## config.mk

```make
export PLATFORM = sky130hd
export DESIGN_NAME = logic_gate_pipe
export DESIGN_NICKNAME = d
export VERILOG_FILES = /design/src/rtl/logic_gate_pkg.sv /design/src/rtl/logic_gate_pipe_fold.sv /design/src/rtl/logic_gate_pipe.sv
export SDC_FILE = /design/constraint.sdc
export NUM_CORES = 1
export LEC_CHECK = 0
export CORE_MARGIN = 2
export CORE_UTILIZATION = 45
export DETAILED_ROUTE_END_ITERATION = 8
export PLACE_DENSITY_LB_ADDON = 0.25
export SKIP_LAST_GASP = 1
export SYNTH_ARGS = -nofsm -noshare
export SYNTH_HDL_FRONTEND = slang
export SYNTH_HIERARCHICAL = 1
export SYNTH_SLANG_ARGS = --single-unit
```

## constraint.sdc

```tcl
create_clock -name clk -period 1.4 [get_ports clk]
set_clock_uncertainty 0.2 [all_clocks]
set_input_delay 0.21 -clock clk [delete_from_list [all_inputs] [get_ports clk]]
set_output_delay 0.21 -clock clk [all_outputs]
set_load 0.01 [all_outputs]
```

## src/rtl/logic_gate_pkg.sv

```systemverilog
// Shared definitions for the multi-operand gate pipeline: op encoding and widths.
package logic_gate_pkg;

  localparam int OP_W = 3;

  typedef enum logic [OP_W-1:0] {
    OP_AND  = 3'd0,
    OP_OR   = 3'd1,
    OP_XOR  = 3'd2,
    OP_NAND = 3'd3,
    OP_NOR  = 3'd4,
    OP_XNOR = 3'd5,
    OP_NOT  = 3'd6,
    OP_BUF  = 3'd7
  } gate_op_t;

endpackage

```

## src/rtl/logic_gate_pipe_fold.sv

```systemverilog
// Combinational N-operand bitwise gate: folds every operand per bit, then applies the selected op.
module gate_fold
  import logic_gate_pkg::*;
#(
  parameter int WIDTH  = 8,
  parameter int NUM_IN = 2
) (
  input  logic [OP_W-1:0]         op_i,
  input  logic [NUM_IN*WIDTH-1:0] operands_i,
  output logic [WIDTH-1:0]        result_o
);

  logic [WIDTH-1:0] and_s;
  logic [WIDTH-1:0] or_s;
  logic [WIDTH-1:0] xor_s;
  logic [WIDTH-1:0] op0_s;

  // Full-width fold so NAND/NOR/XNOR invert the N-input reduction, not a 2-input chain.
  always_comb begin
    and_s = '1;
    or_s  = '0;
    xor_s = '0;
    for (int k = 0; k < NUM_IN; k++) begin
      and_s = and_s & operands_i[k*WIDTH +: WIDTH];
      or_s  = or_s  | operands_i[k*WIDTH +: WIDTH];
      xor_s = xor_s ^ operands_i[k*WIDTH +: WIDTH];
    end
  end

  assign op0_s = operands_i[WIDTH-1:0];

  // Final op select; every encoding is legal.
  always_comb begin
    result_o = '0;
    case (gate_op_t'(op_i))
      OP_AND:  result_o = and_s;
      OP_OR:   result_o = or_s;
      OP_XOR:  result_o = xor_s;
      OP_NAND: result_o = ~and_s;
      OP_NOR:  result_o = ~or_s;
      OP_XNOR: result_o = ~xor_s;
      OP_NOT:  result_o = ~op0_s;
      OP_BUF:  result_o = op0_s;
      default: result_o = '0;
    endcase
  end

endmodule

```

## src/rtl/logic_gate_pipe.sv

```systemverilog
// Registered multi-operand gate unit with valid/ready handshake, any-bit flag and transfer counter.
module logic_gate_pipe
  import logic_gate_pkg::*;
#(
  parameter int WIDTH  = 8,
  parameter int NUM_IN = 2,
  parameter int CNT_W  = 16
) (
  input  logic                    clk,
  input  logic                    rst,
  input  logic                    in_valid,
  output logic                    in_ready,
  input  logic [OP_W-1:0]         op,
  input  logic [NUM_IN*WIDTH-1:0] in_data,
  output logic                    out_valid,
  input  logic                    out_ready,
  output logic [WIDTH-1:0]        out_data,
  output logic                    out_any,
  output logic [OP_W-1:0]         out_op,
  output logic [CNT_W-1:0]        xfer_cnt
);

  logic [WIDTH-1:0] fold_s;
  logic             accept_s;

  logic             valid_q, valid_d;
  logic [WIDTH-1:0] data_q, data_d;
  logic             any_q, any_d;
  logic [OP_W-1:0]  op_q, op_d;
  logic [CNT_W-1:0] cnt_q, cnt_d;

  gate_fold #(
    .WIDTH  (WIDTH),
    .NUM_IN (NUM_IN)
  ) u_fold (
    .op_i       (op),
    .operands_i (in_data),
    .result_o   (fold_s)
  );

  // out_ready passes straight through so a full register refills on the edge it drains.
  assign in_ready = ~rst & (~valid_q | out_ready);
  assign accept_s = in_valid & in_ready;

  // Next-state: accept overrides drain; a drain alone only clears valid.
  always_comb begin
    valid_d = valid_q;
    data_d  = data_q;
    any_d   = any_q;
    op_d    = op_q;
    cnt_d   = cnt_q;
    if (accept_s) begin
      valid_d = 1'b1;
      data_d  = fold_s;
      any_d   = |fold_s;
      op_d    = op;
      cnt_d   = cnt_q + {{(CNT_W-1){1'b0}}, 1'b1};
    end else if (out_ready) begin
      valid_d = 1'b0;
    end else begin
      valid_d = valid_q;
    end
  end

  // Output register and counter.
  always_ff @(posedge clk or posedge rst) begin
    if (rst) begin
      valid_q <= 1'b0;
      data_q  <= '0;
      any_q   <= 1'b0;
      op_q    <= '0;
      cnt_q   <= '0;
    end else begin
      valid_q <= valid_d;
      data_q  <= data_d;
      any_q   <= any_d;
      op_q    <= op_d;
      cnt_q   <= cnt_d;
    end
  end

  assign out_valid = valid_q;
  assign out_data  = data_q;
  assign out_any   = any_q;
  assign out_op    = op_q;
  assign xfer_cnt  = cnt_q;

endmodule

```

**Yosys cells after proc, flatten, opt, wreduce, memory -nomap -nowiden**

Index checks and enable logic that the tools add are counted.
Widths: inputs -> output; s select.

- $add $sub $neg: 1
- Bitwise logic cells: 12
- Eq/ne operators: 7
- Muxes and demuxes: 3
- Reductions and logical operators: 3

Operator list:

| cell | number |
|---|---|
| $pmux 8 s8 | 1 |
| $not 8->8 | 4 |
| $add 16x1->16 const B | 1 |
| $eq 3x3->1 const B | 4 |
| $and 8x8->8 | 1 |
| $or 8x8->8 | 1 |
| $reduce_or 8->1 | 1 |
| $xor 8x8->8 | 1 |
| $eq 3x2->1 const B | 2 |
| $eq 3x1->1 const B | 1 |
| $logic_not 3->1 | 1 |
| $and 1x1->1 | 2 |
| $mux 1 | 2 |
| $not 1->1 | 2 |
| $reduce_bool 2->1 | 1 |
| $or 1x1->1 | 1 |

- Flip-flop bits (word level): 29
- Bits of input ports: 23
- Word-level logic and storage cells: 31
- Output and inout bits: 30

**Longest topological paths before layout**

- Depth after elaboration: 5
- Depth in mapped cells: 8
- Gate-level depth less buffers: 8

**Hierarchy**

The synthesis kept the hierarchy.

Modules (own cells, without submodules):

| module | cells each | seq. area each (µm²) | area an instance (µm²) | instances |
|---|---|---|---|---|
| logic_gate_pipe | 99 | 725.7 | 1348.8 | 1 |
| gate_fold | 125 | 0.0 | 919.6 | 1 |

**Worst setup path before layout**

OpenSTA, ideal clock, no wires.

- Path type: input to register
- Start point: input port rst
- End point: register data_q[2] (netlist: out_data[2])
- Buffers on the path: 2
- Data required time: 1075 ps
- Arrival time: 1748 ps
- Slack: -673 ps
- Stages on the path: 5
- Library setup time: 125 ps
- Cells stage by stage: inv_1 and3_1 buf_6 buf_6 mux2_4

- Longest elaborated chain between the ends: 3

RTL lines:

| what | line | source |
|---|---|---|
| start, declared | logic_gate_pipe.sv:10 | `input logic rst,` |
| $not 1->1 | logic_gate_pipe.sv:42 | `assign in_ready = ~rst & (~valid_q \| out_ready);` |
| $and 1x1->1 | logic_gate_pipe.sv:42 |  |
| $and 1x1->1 | logic_gate_pipe.sv:43 | `assign accept_s = in_valid & in_ready;` |
| end signal, assigned | logic_gate_pipe.sv:75 | `data_q <= data_d;` |
| end, declared | logic_gate_pipe.sv:27 | `logic [WIDTH-1:0] data_q, data_d;` |

No other way between the ends.
A chain may end at the register's enable or synchronous reset.

**Final worst setup path**

- Start point: register valid_q (netlist: out_valid)
- End point: register cnt_q[12] (netlist: xfer_cnt[12])

- Longest elaborated chain between the ends: 4

RTL lines:

| what | line | source |
|---|---|---|
| start, declared | logic_gate_pipe.sv:26 | `logic valid_q, valid_d;` |
| start signal, assigned | logic_gate_pipe.sv:74 | `valid_q <= valid_d;` |
| $not 1->1 | logic_gate_pipe.sv:42 |  |
| $or 1x1->1 | logic_gate_pipe.sv:42 |  |
| $and 1x1->1 | logic_gate_pipe.sv:42 |  |
| $and 1x1->1 | logic_gate_pipe.sv:43 |  |
| end signal, assigned | logic_gate_pipe.sv:78 | `cnt_q <= cnt_d;` |
| end, declared | logic_gate_pipe.sv:30 | `logic [CNT_W-1:0] cnt_q, cnt_d;` |

No other way between the ends.

==> flow_summary.ini <==
[yosys]
ys_ff_latch = 29
synthCells = 224
synth_cell_types = 38
synth_edf_count = 0
ys_seq_area_frac = 0.320
async_flop_share = 1.00
syn-num-nets = 264
ys.flop_type = dfrtp_1
synth_warnings = 6
syn_avg_cell_area_um2 = 10.1
syn-cell-area_um2 = 2270

[worst_setup_path]
crit_fanout = 4
required_ns = 1.39
critPathTopFamily = simple AND/OR/NAND/NOR gates
crit_path_cell_trace = buf_6, nand2b_4, buf_6, nand4_4, buf_12, nor4_4, xor2_1
crit_arrival_ns = 1.83
cpPeakStageDelay_ns = 0.41
critical_path_buf_inv_count = 3
crit_slowest_cell = dfrtp_1
worstSetupPathType = reg2reg
start_kind = flop
critPathCaptureType = flop
critPathMostFrequentCell = buf_6

[detailed_routing]
vias = 2312
routedWlPerCell_um = 19.3
drtPass1Iterations = 4
drc = 0
drt_iter0_drc = 167
final_antenna_net_count = 0
totalWireLength_um = 8110
vias_per_cell = 5.50

[sta]
rsz0062_at_grt = yes
setup_tns_ns = -8.63
report.final.slew_viol_count = 0
fin_crit_ns = 1.84
tightest_slew_ns = 0.295
slew_headroom = 0.804
setup-violations-final = 31
fin_ws_ns = -0.442
finalHoldViolations = 0
fmax_mhz = 543
hold_slack_ns = 0.0577
fin_crit_sh = 1.32

[worst_hold_path]
worst_hold_path_type = in2async

[die]
design.portCount = 53
start_util = 0.474
rows = 25
fp.dieW_um = 75
die_height_um = 75
dieArea_um2 = 5630
core_area_um2 = 4790

[layout]
drive_gt1_frac = 0.547
stdcell_count = 420
final_cell_mix = buf_4 (51), buf_6 (28), dfrtp_1 (27), buf_2 (16), mux2_4 (13)
fin_nets = 392
num_antenna_cells = 0
fin_util = 0.827
syn2layout_area_growth_pct = 74.5
final_common_cell = buf_4
post-route-cell-area_um2 = 3960

[clock_tree]
clk_pin_slew_ns = 0.07
clk_latency_ns = 0.29
clkSinkCount = 29
cts_root_buf = clkbuf_8
tritoncts = done
cts_buffer_depth = 2
h-tree-depth = 2
numCtsBuffers = 5

[global_routing]
grt.met3_usage = 0.0509
grt_util_met2 = 0.470
grtUsageTotal = 0.272
busiest_layer = met2
grt_pass1_wl_um = 11400
gr-usage-met1 = 0.352
antenna_found_initial = 0
overflow = 0
grt_pass1_vias = 2269
grt_max_degree = 21

[power]
vdd_drop_max_uv = 779
power_mw = 3.76
cellPowerDensity_nw_per_um2 = 950
power_leakage_nw = 1.96

[placement]
preCtsSetupSlack_ns = -1.04
dp_cells = 377
routabilityCongestion = 0.833
dp_hpwl_um = 4020
io_buffers = 52
placed_area_um2 = 3280

[outcome]
violations = setup timing
status = complete, but fails checks

[run]
maxCapViolations = 0
## per-layer routing
metal / vias to the layer above / share of wire
met2: 120 / 0.51
met5: - / 0
li1: 1041 / -
met3: 29 / 0.069
met1: 1122 / 0.39
met4: 0 / 0.038
## cell usage after synthesis, types with 3 or more instances
master    number  area [um2]
dfrtp_1       29         726
inv_1         27         101
ha_1          17         213
nor2_1        17        63.8
a21oi_1       14        70.1
o32a_1        12         120
xor2_1        11        96.3
nand2_1        9        33.8
mux2_1         8        90.1
mux2i_1        8        80.1
nor4_2         7        87.6
a22o_1         6        52.6
nand2b_1       6        37.5
xnor2_1        6        52.6
buf_6          5        56.3
mux2_4         5        75.1
buf_2          4        20.0
and3_1         3        18.8
or2_0          3        18.8
or2_1          3        18.8
## what timing repair did
action	CTS	global route
pin swaps	44	21
hold endpoints to repair	4	0
gates resized for setup	228	30
gates cloned	3	0
hold buffers	2	0
setup endpoints to repair	57	43
setup buffers	22	9
## worst register-to-register path, cell delays in order (launching register included)
cell and delay [ns]:
dfrtp_1 0.41, buf_6 0.13, nand2b_4 0.08, buf_6 0.10, nand4_4 0.09, buf_12 0.16, nor4_4 0.30, xor2_1 0.28
## path summary, 6_finish.rpt
kind                               from      endpoint  slack (ns)  depth (start not counted)
setup / recovery              out_valid  xfer_cnt[12]       -0.44                          7
hold / removal                      rst  xfer_cnt[10]        0.06                          4
setup reg to reg              out_valid  xfer_cnt[12]       -0.44                          7
hold reg to reg            xfer_cnt[15]  xfer_cnt[15]        0.27                          1
max in group asynchronous           rst     out_op[0]        0.28                          5
min in group clk                  op[1]     out_op[1]        0.20                          3
## where the power goes
part | switching (mW) | internal (mW) | leakage, nW | total [mW]
clock | 0.349 | 0.353 | 0.0395 | 0.702
combinational | 0.933 | 1.00 | 1.56 | 1.94
sequential | 0.126 | 0.995 | 0.359 | 1.12
total | 1.41 | 2.35 | 1.96 | 3.76
## registers in the layout (all words and copies together), names as in the netlist
name       cells
out_data       8
out_any        1
xfer_cnt      16
out_valid      1
out_op         3
## cell families (layout without fill, tap and decap cells)
logic type,count (synthesis),count (layout),share of synthesized area
AO/OA/AOI/OAI,34,34,0.114
XOR/XNOR,17,17,0.0656
multiplexers,23,23,0.128
flip-flops,29,29,0.320
AND/OR/NAND/NOR,65,65,0.189
buffers and inverters,39,168,0.0905
adder cells (fa/ha/maj),17,17,0.0938
## layout make-up
| type | instances | area (um2) |
|---|---|---|
| Multi-Input combinational cell | 156 | 1690 |
| Timing Repair Buffer | 133 | 1260 |
| Fill cell | 253 | 827 |
| Sequential cell | 29 | 728 |
| Inverter | 27 | 120 |
| Tap cell | 67 | 83.8 |
| Clock buffer | 8 | 80.1 |
No activity file was read; power rests on OpenSTA's default activity.
